--- config.mk ---
export PLATFORM = sky130hd
export DESIGN_NAME = rtc_offset_seq
export DESIGN_NICKNAME = d
export VERILOG_FILES = /design/src/rtl/rtc_offset_seq_pkg.sv /design/src/rtl/rtc_offset_seq.sv
export SDC_FILE = /design/constraint.sdc
export NUM_CORES = 1
export LEC_CHECK = 0
export CORE_MARGIN = 2
export CORE_UTILIZATION = 38
export CTS_CLUSTER_SIZE = 12
export DETAILED_ROUTE_END_ITERATION = 6
export PLACE_DENSITY = 0.82
export SYNTH_ARGS = -nofsm -noshare
export SYNTH_HDL_FRONTEND = slang
export SYNTH_SLANG_ARGS = --single-unit
--- constraint.sdc ---
create_clock -name bus2ip_clk -period 2.6 [get_ports bus2ip_clk]
set_clock_uncertainty 0.2 [all_clocks]
set_input_delay 0.78 -clock bus2ip_clk [delete_from_list [all_inputs] [get_ports bus2ip_clk]]
set_output_delay 0.78 -clock bus2ip_clk [all_outputs]
set_load 0.03 [all_outputs]
--- src/rtl/rtc_offset_seq_pkg.sv ---
// rtc_offset_seq_pkg: RTC register map, control bit positions and sequencer state type
package rtc_offset_seq_pkg;
  localparam logic [23:0] RTC_BLK_ADDR = 24'h00_0010;
  localparam logic [7:0] RTC_CTL_ADDR = 8'h00;
  localparam logic [7:0] SC_OFST_ADDR0 = 8'h04;
  localparam logic [7:0] SC_OFST_ADDR1 = 8'h08;
  localparam logic [7:0] NS_OFST_ADDR = 8'h0C;
  localparam logic [7:0] TICK_INC_ADDR = 8'h10;
  localparam logic [7:0] CUR_TM_ADDR0 = 8'h14;
  localparam logic [7:0] CUR_TM_ADDR1 = 8'h18;
  localparam logic [7:0] PPS_W_ADDR = 8'h1C;
  localparam int RTC_CTL_OFST_VLD_BIT = 0;
  localparam int RTC_CTL_CLR_BIT = 1;
  localparam int RTC_CTL_INTXMS_BIT = 2;
  typedef enum logic [2:0] {IDLE, RD_CTL, CAP_CTL, WR_SCH, WR_SCL, WR_NS, WR_CTL, HOLD} seq_state_t;
  function automatic logic ofst_reg(input logic [7:0] a);
    return a inside {RTC_CTL_ADDR, SC_OFST_ADDR0, SC_OFST_ADDR1, NS_OFST_ADDR};
  endfunction
endpackage

--- src/rtl/rtc_offset_seq.sv ---
// rtc_offset_seq: host/servo bus arbiter issuing atomic RTC offset sequences (host pass-through, servo adj handshake, bus2ip master)
module rtc_offset_seq
  import rtc_offset_seq_pkg::*;
#(
  parameter logic [23:0] BLK_ADDR = RTC_BLK_ADDR,
  parameter int HOLD_CYC = 4
) (
  input  logic        bus2ip_clk,
  input  logic        bus2ip_rst,
  input  logic [31:0] host_addr_i,
  input  logic [31:0] host_data_i,
  input  logic        host_rd_ce_i,
  input  logic        host_wr_ce_i,
  output logic [31:0] host_data_o,
  input  logic        adj_valid_i,
  output logic        adj_ready_o,
  input  logic [47:0] adj_sc_i,
  input  logic [31:0] adj_ns_i,
  output logic        adj_done_o,
  output logic        conflict_o,
  output logic [31:0] bus2ip_addr_o,
  output logic [31:0] bus2ip_data_o,
  output logic        bus2ip_rd_ce_o,
  output logic        bus2ip_wr_ce_o,
  input  logic [31:0] ip2bus_data_i
);
  seq_state_t state, state_nxt;
  logic [47:0] sc;
  logic [31:0] ns;
  logic intxms;
  logic [3:0] cnt, cnt_nxt;
  logic host_act, conf, seq_rd, seq_wr, issue;
  logic [7:0] seq_ofst;
  logic [31:0] seq_data;
  always_comb begin
    host_act = host_rd_ce_i | host_wr_ce_i;
    conf = host_wr_ce_i && host_addr_i[31:8] == BLK_ADDR && ofst_reg(host_addr_i[7:0])
      && state inside {CAP_CTL, WR_SCH, WR_SCL, WR_NS};
    seq_rd = state == RD_CTL;
    seq_wr = state inside {WR_SCH, WR_SCL, WR_NS, WR_CTL};
    seq_ofst = state == WR_SCH ? SC_OFST_ADDR0 : state == WR_SCL ? SC_OFST_ADDR1
      : state == WR_NS ? NS_OFST_ADDR : RTC_CTL_ADDR;
    seq_data = state == WR_SCH ? {16'h0, sc[47:32]} : state == WR_SCL ? sc[31:0]
      : state == WR_NS ? ns : state == WR_CTL ? {29'h0, intxms, 2'b01} : 32'h0;
    issue = (seq_rd | seq_wr) & ~host_act;
    cnt_nxt = cnt + {3'b0, ~host_wr_ce_i};
    // the issuing states are consecutive in the encoding, so advancing is +1
    state_nxt = state == IDLE ? (adj_valid_i ? RD_CTL : IDLE)
      : state == HOLD ? (cnt_nxt == 4'(HOLD_CYC) ? IDLE : HOLD)
      : conf ? RD_CTL
      : (issue || state == CAP_CTL) ? seq_state_t'(state + 3'd1) : state;
    bus2ip_addr_o = host_act ? host_addr_i : {BLK_ADDR, seq_ofst};
    bus2ip_data_o = host_act ? host_data_i : seq_data;
    bus2ip_rd_ce_o = host_act ? host_rd_ce_i : seq_rd;
    bus2ip_wr_ce_o = host_act ? host_wr_ce_i : seq_wr;
    host_data_o = ip2bus_data_i;
    adj_ready_o = state == IDLE;
    adj_done_o = state == WR_CTL && issue;
  end
  always_ff @(posedge bus2ip_clk) begin
    if (bus2ip_rst) begin
      state <= IDLE;
      sc <= '0;
      ns <= '0;
      intxms <= 1'b0;
      cnt <= '0;
      conflict_o <= 1'b0;
    end else begin
      state <= state_nxt;
      if (state == IDLE && adj_valid_i) begin
        sc <= adj_sc_i;
        ns <= adj_ns_i;
        conflict_o <= 1'b0;
      end
      if (conf) conflict_o <= 1'b1;
      if (state == CAP_CTL) intxms <= ip2bus_data_i[RTC_CTL_INTXMS_BIT];
      cnt <= state == HOLD ? cnt_nxt : 4'h0;
    end
  end
endmodule
==> impl_results.md <==
- Outcome: finished with violations
- Violated checks: negative setup slack
- Input/output buffers: 219
- Max stage delay cell, worst path: or2_4
- Leftover overflow at the end of global routing: 0
- Count of pins on the block boundary: approximately 280
- Number of nets produced by synthesis: between 800 and 900
- Slew headroom: 0.604
- Count of state elements after synthesis: between 80 and 90
- Final period util: 1.15
- Clock root buffer: clkbuf_16
- Unrepaired setup endpoints after global routing: true
- H-tree depth: 3
- Transition time at the pin with the least slew margin: 0.594 ns
- Insertion delay to the later sink of the worst-skew pair: 0.33 ns
- DRC viols: 0
- Final critical delay including setup and external delays: approximately 3.0 ns
- Number of detailed-routing iterations run before antenna repair: 5
- Final setup fails: 66
- Clock slew seen by the registers of the worst setup and hold paths: 0.06 ns
- Sequential area share after synthesis: 0.377
- Most common library cell in the layout ignoring fill and taps: nand2_1
- Hold slack final: between 0.2 and 0.3 ns
- Slack of the worst reg-to-reg path: about 0.29 ns
- Die boundary height: 116 um
- Count of final hold-check violations: 0
- DPL Wire Length: about 12 mm
- Setup WS post-layout: -0.379 ns
- Post-detailed-route count of antenna-violating nets: 0
- Antenna violations before repair: 1
- Area of the die: ~13000 um^2
- Floorplan Core Area: around 12000 um^2
- Die boundary width: 116 um
- Deepest clock path buffer count: 2
- Post-Syn Area: around 4700 um^2
- Worst setup path category: primary input to output port
- Endpoint kind of the worst setup timing path: output port
- Instance area after placement: slightly above 7000 um^2
- Via count of the first global-routing pass: roughly 5400
- Slew Viols, Final: 0
- Detailed-route via count: 5639
- Synth Area per Inst: between 7 and 8 um^2
- Final weighted congestion in routability-driven placement: about 0.81
- TritonCTS clock tree: yes
- Cell Pwr Density: about 550 nW/um^2
- Most frequently used flop master after synthesis: dfxtp_1
- Pwr Total: between 4 and 5 mW
- CP cell instances: buf_8, buf_6, or2_4, buf_12, buf_16, o31ai_4, buf_6
- Clock sink count: between 80 and 90
- Number of flops mapped to enable cells by yosys: 0
- Commonest cells after routing, fill and taps aside: nand2_1 (182), clkdlybuf4s50_1 (147), dfxtp_1 (87), a21oi_1 (81), buf_6 (75)
- Fmax achieved: around 340 MHz
- TritonCTS buffer count: 9
- Worst path max stage delay: 0.32 ns
- WL/cell: between 15 and 20 um
- Peak ir drop on the vdd network: 0.321 mV
- Share of layout cells above drive strength 1: 0.355
- Area grow syn2layout: 90.0%
- Arrival @ worst endpoint: 2.00 ns
- Critical Path RT: between 1.5 and 2 ns
- Initial Util: 0.392
- DR iter-0 viols: 250
- Via count normalized by instance count: roughly 5.4
- CP Launch Type: primary input
- Static power due to leakage: around 3.5 nW
- Largest net degree at the start of global routing: 59
- # nets final: about 1100
- Wirelength, routed: a little under 20 mm
- Async S/R FF share, synth: 0
- Highest fanout seen on the critical path: 8
- Critical path's most frequent cell: buf_6
- Global-route usage over all layers: 0.270
- Global-route wire length before repair: approximately 28 mm
- Netlist cell types: 45
- Number of standard cells after synthesis: 640
- Total instance count after detailed placement: around 1000
- Row count: 40
- Non-Filler Cell Area, Final: 8980 um^2
- Tightest Hold Check Type: register to register
- Non-filler instance count after layout: 1051
- Number of cells on the worst hold path: 2
- Max-cap check violation count: 0
- Length in cells of the worst reg-to-reg path: 11
- YS warnings: 0
- Hold buffer count at CTS: 0
- Final cell utilization of the core: 0.744
cell families after synthesis:
family,count (synthesis),share of synthesized area
and+or+nand+nor,276,0.254
AOI/OAI and AO/OA,174,0.228
buffers and inverters,89,0.111
DFF,89,0.377
adders and majority gates,8,0.0212
xor gates and xnor gates,2,0.00371
muxes,2,0.00424
final timing paths:
kind,start,end
worst max register to register,state[0],state[1]
worst min register to register,sc[36],sc[36]
worst max-delay path,host_wr_ce_i,bus2ip_data_o[3]
worst min-delay path,sc[36],sc[36]
cell usage after synthesis (2+ instances only):
cell type,instances,share of area
nand2_1,198,0.16
buf_2,12,0.013
inv_1,6,0.0048
and2_1,31,0.041
mux2i_1,2,0.0042
dfxtp_1,89,0.38
buf_6,3,0.0071
nor2_1,22,0.017
a21oi_1,90,0.095
and3b_1,2,0.0037
clkbuf_1,24,0.019
a211oi_2,2,0.0053
o21ai_0,28,0.030
buf_4,41,0.065
nand4_1,3,0.0040
nand2b_1,4,0.0053
a21boi_0,2,0.0032
nor4_1,5,0.0066
a22oi_1,16,0.025
a221oi_1,16,0.030
o31ai_1,8,0.013
a31oi_1,2,0.0026
ha_1,8,0.021
inv_2,3,0.0024
o32ai_1,3,0.0056
power by group:
part	leakage [nW]	internal, mW	total, mW	switching [mW]
registers	0.731	1.57	1.73	0.160
clock network	0.144	0.717	1.25	0.529
logic	2.67	0.961	1.98	1.02
total	3.55	3.24	4.95	1.71
cell type report:
type / count / area (um^2)
flip-flops and latches: 89 / 1790
well taps: 168 / 210
repair buffers: 307 / 3440
fillers: 819 / 3080
diodes: 1 / 2.50
clock inverters: 3 / 15.0
multi-input cells: 462 / 3210
inverters: 9 / 48.8
clock buffers: 12 / 267
registers in the layout (all words and copies together), names as in the netlist:
signal      count
state           3
intxms          1
ns             32
cnt             4
conflict_o      1
sc             48
critical path: cells and delay by family:
family	cells	cell delay (ns)
buf+inv	5	0.67
compound gates	1	0.22
simple gates	1	0.32
per-stage QoR:
stage	setup TNS, ns	setup WS (ns)
6_report	-18.87	-0.379
5_1_grt	-20.99	-0.404
4_1_cts	-17.10	-0.322
3_5_place_dp	-51.96	-1.17
3_3_place_gp	-51.88	-1.17
2_1_floorplan	-2.98	-0.133
repair_timing:
action | CTS | global route
setup endpoints to repair | 71 | 71
pin swaps | 47 | 44
gates resized for setup | 219 | 54
setup buffers | 19 | 10
gates cloned | 9 | 2
metal layers:
metal  vias up  share of wire  global-route usage
met1      2685           0.37               0.307
met2       273           0.52               0.482
met5         -              0                   0
li1       2628              -                   -
met4         0          0.040               0.129
met3        53          0.070              0.0539
(Power assumes the default switching activity.)
